`src/rtl/uart_arb_pkg.sv`:
```
// uart_arb_pkg -- shared definitions for the two-requester UART TX arbiter.
//   state_t          : 2-bit FSM encoding (S_IDLE=0, S_WAIT=1, S_SEND=2, S_FETCH=3)
//   TIMEOUT_CYC_DEF  : default S_WAIT timeout length in cycles
//   TO_W_DEF         : default timeout counter width
package uart_arb_pkg;

  typedef enum logic [1:0] {
    S_IDLE  = 2'd0,
    S_WAIT  = 2'd1,
    S_SEND  = 2'd2,
    S_FETCH = 2'd3
  } state_t;

  localparam int unsigned TIMEOUT_CYC_DEF = 100000;
  localparam int unsigned TO_W_DEF        = 17;

endpackage

```
`src/rtl/rr_arb2.sv`:
```
// rr_arb2 -- two-way round-robin pick.
//   valid [1:0] : requesters currently offering a byte
//   rr          : tie-break pointer, 0 favours requester 0, 1 favours requester 1
//   pick  [1:0] : one-hot winner, 2'b00 when nobody is valid
// The pointer only matters on a tie; a lone valid requester always wins.
module rr_arb2 (
  input  logic [1:0] valid,
  input  logic       rr,
  output logic [1:0] pick
);

  always_comb begin
    pick = valid;
    if (valid == 2'b11) begin
      pick = rr ? 2'b10 : 2'b01;
    end
  end

endmodule

```
`src/rtl/uart_tx_arbiter.sv`:
```
// uart_tx_arbiter -- shares one UART transmitter between two byte-stream
// requesters. A requester owns the transmitter for a whole message (until a
// byte marked last has been sent); owners alternate round-robin on ties.
//
// Ports
//   clk, reset (async, active low)
//   reqN_valid/reqN_byte/reqN_last : requester N offers a byte (N = 0, 1)
//   reqN_ready                     : byte taken this cycle (combinational)
//   transmit, tx_byte              : start request and byte to the UART
//   is_transmitting                : UART busy flag
//   grant                          : one-hot message owner, 2'b00 when idle
//   busy                           : a message is in progress
//   timeout_err                    : one-cycle pulse when S_WAIT is abandoned
//   dbg_state                      : current FSM state (debug)
//
// Handshake: a byte moves on a rising edge when reqN_valid and reqN_ready are
// both 1 in the preceding cycle; ready never rises without the matching valid
// and is never asserted for both requesters at once.
//
// Optional feature: define UART_TX_ARB_TIMEOUT_EN to abandon a message when the
// UART has not started within TIMEOUT_CYC cycles of S_WAIT. Without it the
// counter does not exist, timeout_err is 0 and S_WAIT waits indefinitely.
module uart_tx_arbiter
  import uart_arb_pkg::*;
#(
  parameter int unsigned TIMEOUT_CYC = TIMEOUT_CYC_DEF,
  parameter int unsigned TO_W        = TO_W_DEF
) (
  input  logic       clk,
  input  logic       reset,
  input  logic       req0_valid,
  input  logic [7:0] req0_byte,
  input  logic       req0_last,
  output logic       req0_ready,
  input  logic       req1_valid,
  input  logic [7:0] req1_byte,
  input  logic       req1_last,
  output logic       req1_ready,
  output logic       transmit,
  output logic [7:0] tx_byte,
  input  logic       is_transmitting,
  output logic [1:0] grant,
  output logic       busy,
  output logic       timeout_err,
  output logic [1:0] dbg_state
);

  // The timeout counter must be able to reach TIMEOUT_CYC-1.
  localparam longint unsigned TO_SPAN = 64'd1 << TO_W;
  if (TIMEOUT_CYC == 0 || TIMEOUT_CYC > TO_SPAN) begin : g_cfg_check
    $error("uart_tx_arbiter: TIMEOUT_CYC does not fit in TO_W bits");
  end

  state_t     state_q, state_d;
  logic [7:0] tx_byte_q, tx_byte_d;
  logic       last_q, last_d;
  logic [1:0] grant_q, grant_d;
  logic       rr_q, rr_d;
  logic [1:0] pick;
  logic [1:0] take;
  logic       to_hit;
  logic       to_fire;

  rr_arb2 u_rr (
    .valid ({req1_valid, req0_valid}),
    .rr    (rr_q),
    .pick  (pick)
  );

  always_comb begin
    state_d   = state_q;
    tx_byte_d = tx_byte_q;
    last_d    = last_q;
    grant_d   = grant_q;
    rr_d      = rr_q;
    take      = 2'b00;
    transmit  = 1'b0;
    to_fire   = 1'b0;

    case (state_q)
      S_IDLE:  take = pick;
      S_WAIT: begin
        transmit = 1'b1;
        if (is_transmitting) begin
          state_d = S_SEND;
        end else if (to_hit) begin
          // Abandon the message exactly like a normal completion.
          to_fire = 1'b1;
          state_d = S_IDLE;
          grant_d = 2'b00;
          rr_d    = grant_q[0];
        end
      end
      S_SEND: begin
        if (!is_transmitting) begin
          if (last_q) begin
            state_d = S_IDLE;
            grant_d = 2'b00;
            // Owner 0 just finished -> favour requester 1 next, and vice versa.
            rr_d    = grant_q[0];
          end else begin
            state_d = S_FETCH;
          end
        end
      end
      S_FETCH: take = grant_q & {req1_valid, req0_valid};
      default: state_d = S_IDLE;
    endcase

    if (take != 2'b00) begin
      tx_byte_d = take[1] ? req1_byte : req0_byte;
      last_d    = take[1] ? req1_last : req0_last;
      grant_d   = take;
      state_d   = S_WAIT;
    end
  end

  always_ff @(posedge clk or negedge reset) begin
    if (!reset) begin
      state_q   <= S_IDLE;
      tx_byte_q <= 8'h00;
      last_q    <= 1'b0;
      grant_q   <= 2'b00;
      rr_q      <= 1'b0;
    end else begin
      state_q   <= state_d;
      tx_byte_q <= tx_byte_d;
      last_q    <= last_d;
      grant_q   <= grant_d;
      rr_q      <= rr_d;
    end
  end

`ifdef UART_TX_ARB_TIMEOUT_EN
  logic [TO_W-1:0] to_cnt_q, to_cnt_d;

  // Counts completed cycles of the current S_WAIT visit; zero on entry.
  always_comb begin
    to_cnt_d = '0;
    if (state_q == S_WAIT && state_d == S_WAIT) begin
      to_cnt_d = to_cnt_q + TO_W'(1);
    end
  end

  always_ff @(posedge clk or negedge reset) begin
    if (!reset) begin
      to_cnt_q <= '0;
    end else begin
      to_cnt_q <= to_cnt_d;
    end
  end

  assign to_hit = (to_cnt_q == TO_W'(TIMEOUT_CYC - 1));
`else
  assign to_hit = 1'b0;
`endif

  // Readies are combinational from the idle state, so they are gated with the
  // reset input to stay low while reset is held even if a requester is valid.
  assign req0_ready  = take[0] & reset;
  assign req1_ready  = take[1] & reset;
  assign tx_byte     = tx_byte_q;
  assign grant       = grant_q;
  assign busy        = (state_q != S_IDLE);
  assign timeout_err = to_fire;
  assign dbg_state   = state_q;

endmodule
```
`config.mk`:
```
export PLATFORM = sky130hd
export DESIGN_NAME = uart_tx_arbiter
export DESIGN_NICKNAME = d
export VERILOG_FILES = /design/src/rtl/uart_arb_pkg.sv /design/src/rtl/rr_arb2.sv /design/src/rtl/uart_tx_arbiter.sv
export SDC_FILE = /design/constraint.sdc
export NUM_CORES = 1
export LEC_CHECK = 0
export BUFFER_PORTS_ARGS = -buffer_cell sky130_fd_sc_hd__buf_2
export CAP_MARGIN = 5
export CORE_ASPECT_RATIO = 0.8
export CORE_UTILIZATION = 40
export DETAILED_ROUTE_END_ITERATION = 8
export GPL_TIMING_DRIVEN = 0
export HOLD_SLACK_MARGIN = 0.12
export PLACE_DENSITY = 0.71
export SYNTH_ARGS = -nofsm -noshare
export SYNTH_HDL_FRONTEND = slang
export SYNTH_SLANG_ARGS = --single-unit
```
`constraint.sdc`:
```
create_clock -name clk -period 3.2 [get_ports clk]
set_clock_uncertainty 0.15 [all_clocks]
set_input_delay 0.48 -clock clk [delete_from_list [all_inputs] [get_ports clk]]
set_output_delay 0.48 -clock clk [all_outputs]
set_load 0.02 [all_outputs]
```
==> results of run 1 <==
## registers in the layout, indices dropped and copies added (netlist names)
register,count
last_q,1
rr_q,1
grant,2
dbg_state,2
tx_byte,8
## placed cells by master (no fill, tap or decap), drive strengths merged, types with 3 or more instances in the layout
master and count:
nand2 3, buf 42, nor2b 10, o21ai 4, inv 3, dfrtp 14, nor3b 11, clkbuf 6
a221o 9, ha 4
## per-stage QoR
step,power [uW],instances
after floorplan,810,81
after global placement,992,143
after detailed placement,1010,143
after CTS,1150,148
after global routing,1230,148
final,1140,148
## worst reg2reg max path, delay by kind of cell, from the launching register on
kind                     cells  cell delay [ps]
AO/OA/AOI/OAI                2              560
adder cells (fa/ha/maj)      1              240
buffers and inverters        1              280
flip-flops                   1              430
AND/OR/NAND/NOR              2              240
## worst paths after layout
kind | start | to | cells past startpoint
max in group asynchronous | reset | dbg_state[0] | 2
setup reg to reg | dbg_state[0] | tx_byte[3] | 6
hold reg to reg | tx_byte[3] | tx_byte[3] | 1
hold / removal | tx_byte[3] | tx_byte[3] | 1
min in group asynchronous | reset | tx_byte[0] | 2
setup / recovery | dbg_state[0] | req1_ready | 6
## routing by layer
layer / wire [um] / vias to the layer above / share of wire / GRT usage
met2: 981 / 26 / 0.48 / 0.328
met5: 0 / - / 0 / 0
met4: 23 / 0 / 0.011 / 0.0684
met3: 126 / 4 / 0.061 / 0.0824
li1: - / 384 / - / -
met1: 919 / 386 / 0.45 / 0.242
## where the power goes
part | total (uW) | switching (uW) | internal [uW]
clock network | 126 | 57.2 | 69.3
logic | 693 | 422 | 272
registers | 323 | 59.0 | 264
## cell families (layout without fill, tap and decap cells)
kind of cell,count (synthesis),count (layout)
compound gates,21,21
fa+ha+maj,4,4
buf+inv,9,52
flops,14,14
mux,2,2
other cells,1,1
simple gates,30,30
## what timing repair did
action | 4_1_cts | 5_1_grt
endpoints found under the hold margin | 14 | 0
buffers inserted | 0 | 0
hold buffers | 1 | 0
setup endpoints to repair | 0 | 0
## final cells by class
type | instances | area share
buffer | 6 | 0.0328
sequential | 14 | 0.316
inverter | 3 | 0.0102
clock buffer | 4 | 0.0328
multi-input combinational | 58 | 0.400
timing repair buffer | 39 | 0.181
tap | 24 | 0.0271
==> out/qor.csv, run 1 <==
stage;metric;value;unit
logic_synthesis;synth_seq_cells;14;
setup_path;slowest_stage;dfrtp_1;
die;pin_count;40;
setup_path;critical_path_required;2570;ps
logic_synthesis;ys_seq_area_frac;0.417;
logic_synthesis;yosysTopAreaCellShare;0.417;
cts;cts_tree;yes;
timing;timing.final.ws_setup;646;ps
die;fp.dieW;53.3;um
setup_path;critPathMaxFanout;10;
timing;finalSetupViolCount;0;
detailed_routing;wire_per_inst;13.9;um
cts;cts_resized;0;
detailed_routing;vias;800;
global_route;grt_pass1_vias;795;
logic_synthesis;synth_compound_area_frac;0.211;
detailed_routing;vias_per_cell;5.41;
cts;clk_path_buf_depth;2;
timing;post-route-min-period;2550;ps
detailed_routing;drt_iter0_markers;26;
detailed_routing;drc;0;
cts;cts.sinks;14;
logic_synthesis;synth_warnings;0;
min_path;min_path_type;flip-flop to flip-flop;
detailed_routing;dr.pass1.iters;4;
setup_path;cp_top_family;buffers and inverters;
cells_and_area;fin_area;0.00111;mm^2
die;dieArea;0.00229;mm^2
die;coreArea;0.00193;mm^2
logic_synthesis;synth_edf_count;0;
logic_synthesis;synthArstFlopShare;1.00;
cells_and_area;layout.nets;152;
setup_path;cp_num_buf_inv;2;
setup_path;worstSetupStartpointType;flip-flop;
cells_and_area;fin_util;0.575;
cells_and_area;seqCellArea;350;um^2
setup_path;arrival;1920;ps
place;port_buffers;38;
logic_synthesis;synth_cells;81;
place;dp_slack;967;ps
logic_synthesis;synth-xor-area-share;0;
global_route;antenna_found_initial;0;
setup_path;crit_top_cell;buf_2;
logic_synthesis;synth_top_area_cell;dfrtp_1;
logic_synthesis;synth_area_leaders;dfrtp_1 (42%), a221o_1 (11%), nor3b_1 (9.8%);
timing;final_max_slew_viol_count;0;
logic_synthesis;synthMuxAreaShare;0.0253;
timing;fin_tns_setup;0;ps
cells_and_area;drive_gt1_frac;0.395;
die;start_util;0.436;
cts;htree_levels;1;
logic_synthesis;ys_top_cells_by_count;dfrtp_1 (14), nor3b_1 (11), nor2b_1 (10), a221o_1 (9);
setup_path;cp_cell_sequence;ha_1, and3_1, a31oi_2, buf_2, nor3b_1, buf_2;
power;max-vdd-ir-drop;0.000526;V
power;power_leakage;0.000540;uW
detailed_routing;ant_nets;0;
cells_and_area;antenna_cells;0;
power;power.density;1030;mW/mm^2
cts;cts-root-buf;clkbuf_4;
place;routabilityCongestion;0.766;
detailed_routing;wl;2050;um
logic_synthesis;ys.flop_type;dfrtp_1;
cts;cts_buffers;3;
timing;hold_viol_final;0;
die;die_h;43.0;um
place;postPlaceCellArea;0.00106;mm^2
global_route;grt.overflow.total;0;
setup_path;worstSetupPathType;flip-flop to output port;
global_route;grt_max_degree;17;
timing;whs;364;ps
logic_synthesis;yosysMostFrequentCell;dfrtp_1;
setup_path;worstSetupEndpointType;output port;
cts;path_clk_slew;80;ps
cells_and_area;area_growth;31.7;%
logic_synthesis;synthAdderAreaFrac;0.0595;
timing;finalCritPeriodShare;0.798;
place;dp_hpwl;1540;um
timing;fmax;392;MHz
logic_synthesis;synth_fp_nets;108;
cts;clk_latency;280;ps
timing;rsz0062_at_grt;false;
logic_synthesis;syn_area;841;um^2
logic_synthesis;synth-simple-area-share;0.226;
logic_synthesis;synth_top_family_by_area;simple AND/OR/NAND/NOR gates;
flow_run;maxCapViolations;0;
die;rows;14;
logic_synthesis;syn_avg_cell_area;10.4;um^2
setup_path;slowest_delay;430;ps
outcome;status;finished clean;
setup_path;r2r_setup_slack;1180;ps
global_route;track_usage;0.204;
cells_and_area;multi_input_area;443;um^2
logic_synthesis;yosysUniqueCellTypes;24;
cells_and_area;n_fill_cell;179;
global_route;grt_pass1_wl;3390;um
Power figures use the tool's default switching activity.
==> inputs of run 2 (changes only) <==
==> constraint.sdc (replaced) <==
create_clock -name clk -period 2.36 [get_ports clk]
set_clock_uncertainty 0.15 [all_clocks]
set_input_delay 0.354 -clock clk [delete_from_list [all_inputs] [get_ports clk]]
set_output_delay 0.354 -clock clk [all_outputs]
set_load 0.02 [all_outputs]
==> run 2 against run 1 <==
Net effect:
- sequential share of layout area down 0.62 points
- critical path depth stayed put
- worst setup slack got worse by 570 ps
- final cell count decreased by 0.68%
==> out/qor.csv, run 2 (synthesis gave the netlist of run 1 again) <==
stage;metric;value;unit
min_path;min_from;is_transmitting;
global_route;grt_pass1_vias;796;
power;p_total;1610;uW
cells_and_area;layout_commonest_cell;buf_2;
detailed_routing;wl_met1;925;um
detailed_routing;wire_per_inst;14.1;um
detailed_routing;vias_per_cell;5.37;
timing;whs;254;ps
setup_path;worstReg2RegStart;dbg_state[0];
timing;finalSetupViolCount;0;
flow_run;maxCapViolations;0;
detailed_routing;wl_met3;141;um
cells_and_area;area_growth;34.8;%
cells_and_area;antenna_cells;0;
global_route;grt_max_degree;17;
cells_and_area;mostFrequentLayoutCells;buf_2 (39), dfrtp_1 (13), nor3b_1 (10), nor2b_1 (10), a221o_1 (9);
power;power.density;1420;mW/mm^2
power;max-vdd-ir-drop;0.000676;V
cts;cts.sinks;14;
cts;cts_buffers;3;
detailed_routing;vias;789;
die;pin_count;40;
die;start_util;0.436;
cells_and_area;largest_reg_flops;8;
die;die_h;43.0;um
place;port_buffers;38;
place;routabilityCongestion;0.766;
global_route;grt_pass1_wl;3390;um
global_route;antenna_found_initial;0;
cts;htree_levels;1;
die;coreArea;0.00193;mm^2
timing;fin_tns_setup;0;ps
detailed_routing;met2_length;1000;um
timing;fmax;438;MHz
global_route;track_usage;0.204;
min_path;holdPathEnd;grant[1];
cells_and_area;drive_gt1_frac;0.431;
cts;path_clk_slew;90;ps
cts;cts-root-buf;clkbuf_4;
cts;cts_tree;yes;
timing;rsz0062_at_grt;false;
setup_path;arrival;1780;ps
global_route;grt.overflow.total;0;
setup_path;r2r_setup_slack;400;ps
timing;post-route-min-period;2280;ps
cells_and_area;layout.nets;151;
power;power_leakage;0.000541;uW
cells_and_area;n_fill_cell;177;
detailed_routing;highest_layer;met4;
die;rows;14;
die;dieArea;0.00229;mm^2
outcome;status;finished clean;
detailed_routing;ant_nets;0;
detailed_routing;drc;0;
cts;cts_setup_buffers;0;
die;fp.dieW;53.3;um
setup_path;worstSetupStartpointType;flip-flop;
cts;clk_latency;280;ps
setup_path;critical_path_required;1860;ps
timing;final_max_slew_viol_count;0;
timing;hold_viol_final;0;
setup_path;worstSetupPathType;flip-flop to output port;
detailed_routing;wl;2080;um
cts;clk_path_buf_depth;2;
detailed_routing;dr.pass1.iters;4;
setup_path;critPathMaxFanout;10;
setup_path;worstSetupEndpointType;output port;
min_path;hold_depth;3;
place;dp_hpwl;1540;um
setup_path;worstRegToRegCells;6;
setup_path;rr_endpoint;tx_byte[7];
detailed_routing;drt_iter0_markers;27;
timing;finalCritPeriodShare;0.967;
min_path;min_path_type;input pin to flip-flop;
run 2: cell count changes in the layout (fill, tap and decap cells not counted), sizes merged:
cell / before / now
clkbuf: 6 / 5
run 2: report_power, final:
part | internal [uW] | switching (uW) | total (uW)
Sequential | 360 | 82.2 | 442
Combinational | 410 | 582 | 992
Clock | 94.0 | 79.8 | 174
run 2: layout make-up:
cell class,instances,area [um^2],area share
multi-input combinational,58,469,0.414
buffer,5,35.0,0.0309
tap,24,30.0,0.0265
clock buffer,4,36.3,0.0320
sequential,14,352,0.310
inverter,3,11.3,0.00993
timing repair buffer,39,200,0.177
run 2: worst max path at each step:
stage	depth (start not counted)	startpoint	slack, ps	to
3_5_place_dp	6	dbg_state[0]	250	req1_ready
5_1_grt	6	dbg_state[0]	7	req1_ready
4_1_cts	6	dbg_state[1]	20	req1_ready
2_1_floorplan	4	dbg_state[0]	140	req0_ready
6_report	6	dbg_state[0]	80	req1_ready
3_3_place_gp	6	dbg_state[0]	280	req1_ready
run 2: worst max-delay path, cell delays in order (launching register included):
cell and delay (ps):
dfrtp_2 440, ha_1 220, and3_1 180, a31oi_4 220
buf_4 220, nor3b_2 60, buf_2 150
run 2: metal layers:
metal,GRT usage,up-vias
li1,-,380
met5,0,-
met2,0.328,23
met1,0.242,384
met4,0.0632,0
met3,0.0860,2
run 2: metrics by stage:
stage	utilization	worst slack [ps]	instances	area [um^2]
after global routing	0.588	6.76	147	1130
after detailed placement	0.551	253	143	1060
after global placement	0.551	284	143	1060
after floorplan	-	143	81	841
final	0.588	78.9	147	1130
after CTS	0.579	21.3	147	1110
run 2: what timing repair did:
action                                  4_1_cts  5_1_grt
cloned                                        0        0
hold buffers                                  1        0
gates resized for setup                       2        5
endpoints found under the setup margin        2        3
hold endpoints to repair                     14        0
==> inputs of run 3 (changes only) <==
--- a/config.mk
+++ b/config.mk
@@ -5,6 +5,7 @@
 export SDC_FILE = /design/constraint.sdc
 export NUM_CORES = 1
 export LEC_CHECK = 0
+export ABC_CLOCK_PERIOD_IN_PS = 2360
 export BUFFER_PORTS_ARGS = -buffer_cell sky130_fd_sc_hd__buf_2
 export CAP_MARGIN = 5
 export CORE_ASPECT_RATIO = 0.8
==> constraint.sdc (replaced) <==
create_clock -name clk -period 2.36 [get_ports clk]
set_clock_uncertainty 0.15 [all_clocks]
set_input_delay 0.354 -clock clk [delete_from_list [all_inputs] [get_ports clk]]
set_output_delay 0.354 -clock clk [all_outputs]
set_load 0.1 [all_outputs]
==> run 3 against run 2 <==
Net effect:
- critical path depth unchanged
- core utilization up 3.4 points
- count of clock-buffer cells in the layout unchanged
- via count up 2.7%
- maximum frequency down 2.0%
- worst setup slack worse by 47 ps
- wire length up 2.7%
- critical path type unchanged
- register-to-register slack worse by 110 ps
- final cell count up 1.4%
==> out/qor.csv, run 3 (synthesis gave the netlist of run 1 again) <==
stage;metric;value;unit
outcome;status;finished clean;
flow_run;maxCapViolations;0;
cts;cts-root-buf;clkbuf_4;
cts;cts_tree;yes;
cells_and_area;antenna_cells;0;
cts;clk_path_buf_depth;2;
timing;finalSetupViolCount;0;
detailed_routing;vias_per_cell;5.44;
global_route;antenna_found_initial;0;
cells_and_area;mostFrequentLayoutCells;buf_2 (37), nor2b_1 (10), dfrtp_1 (10);
setup_path;slowest_delay;540;ps
setup_path;cp_cell_sequence;ha_4, and3_1, a31oi_4, buf_6, nor3b_4, buf_6;
place;dp_slack;173;ps
cts;clk_latency;290;ps
setup_path;arrival;1820;ps
timing;post-route-min-period;2330;ps
global_route;grt_pass1_vias;725;
die;fp.dieW;53.3;um
timing;timing.final.ws_setup;32.2;ps
setup_path;slowest_stage;dfrtp_4;
die;start_util;0.436;
setup_path;worstSetupEndpointType;output port;
setup_path;cp_top_family;flip-flops;
timing;finalCritPeriodShare;0.986;
setup_path;worstSetupPathType;flip-flop to output port;
setup_path;critical_path_required;1860;ps
global_route;grt.overflow.total;0;
cts;cts.sinks;14;
cts;htree_levels;1;
setup_path;r2r_setup_slack;290;ps
place;dp.cells;143;
cells_and_area;largest_reg_flops;8;
detailed_routing;wl;2140;um
detailed_routing;drc;0;
global_route;grt_max_degree;17;
global_route;grt_pass1_wl;3310;um
timing;hold_viol_final;0;
cts;cts_buffers;3;
setup_path;worstSetupStartpointType;flip-flop;
detailed_routing;drt_iter0_markers;5;
die;dieArea;0.00229;mm^2
place;dp_hpwl;1520;um
die;die_h;43.0;um
setup_path;critPathMaxFanout;10;
setup_path;crit_top_cell;buf_6;
cts;path_clk_slew;100;ps
cells_and_area;layout_commonest_cell;buf_2;
detailed_routing;dr.pass1.iters;4;
place;routabilityCongestion;0.833;
die;coreArea;0.00193;mm^2
cells_and_area;n_fill_cell;173;
detailed_routing;vias;810;
min_path;min_path_type;input pin to flip-flop;
setup_path;cp_num_buf_inv;2;
die;pin_count;40;
detailed_routing;wire_per_inst;14.3;um
detailed_routing;ant_nets;0;
cells_and_area;area_growth;42.6;%
die;rows;14;
cells_and_area;layout.nets;153;
place;port_buffers;38;
timing;fmax;430;MHz
timing;final_max_slew_viol_count;0;
global_route;track_usage;0.207;
timing;whs;258;ps
cells_and_area;fin_cells;149;
cells_and_area;drive_gt1_frac;0.480;
-- run 3: layer usage --
metal / track usage / routed length, um
met5: 0 / 0
met4: 0.111 / 41
met3: 0.0358 / 100
met2: 0.323 / 994
met1: 0.270 / 999
-- run 3: through the flow --
step / util / TNS, ps / instance area [um^2]
final: 0.622 / 0 / 1200
after global routing: 0.622 / -5.93 / 1200
after CTS: 0.616 / 0 / 1190
after detailed placement: 0.588 / 0 / 1130
after global placement: 0.588 / 0 / 1130
after floorplan: - / -329 / 913
-- run 3: worst paths after layout --
path                                 start    endpoint  cells after the start
min reg2reg                     tx_byte[5]  tx_byte[5]                      1
min in group asynchronous            reset  tx_byte[7]                      2
min                        is_transmitting    grant[1]                      3
max in group asynchronous            reset    grant[0]                      2
max reg2reg                   dbg_state[0]  tx_byte[5]                      6
max                           dbg_state[0]  req1_ready                      6
-- run 3: worst register-to-register path, delay by kind of cell, from the launching register on --
kind	cells	cell delay (ps)
simple gates	2	220
flops	1	540
fa+ha+maj	1	180
buf+inv	1	190
compound gates	2	670
-- run 3: repair_timing --
item / 4_1_cts / 5_1_grt
hold buffers: 1 / 0
hold endpoints to repair: 14 / 0
gates resized for setup: 4 / 1
setup endpoints to repair: 2 / 2
setup buffers: 0 / 1
-- run 3: layout make-up --
class / count / area [um^2] / area share
multi-input combinational: 58 / 499 / 0.416
clock buffer: 4 / 26.3 / 0.0219
inverter: 3 / 16.3 / 0.0136
tap: 24 / 30.0 / 0.0251
buffer: 6 / 46.3 / 0.0386
sequential: 14 / 360 / 0.301
timing repair buffer: 40 / 220 / 0.184
Power of run 3 is not shown: default switching activity piles up to over one toggle a cycle in this logic, so the estimate is an artifact.
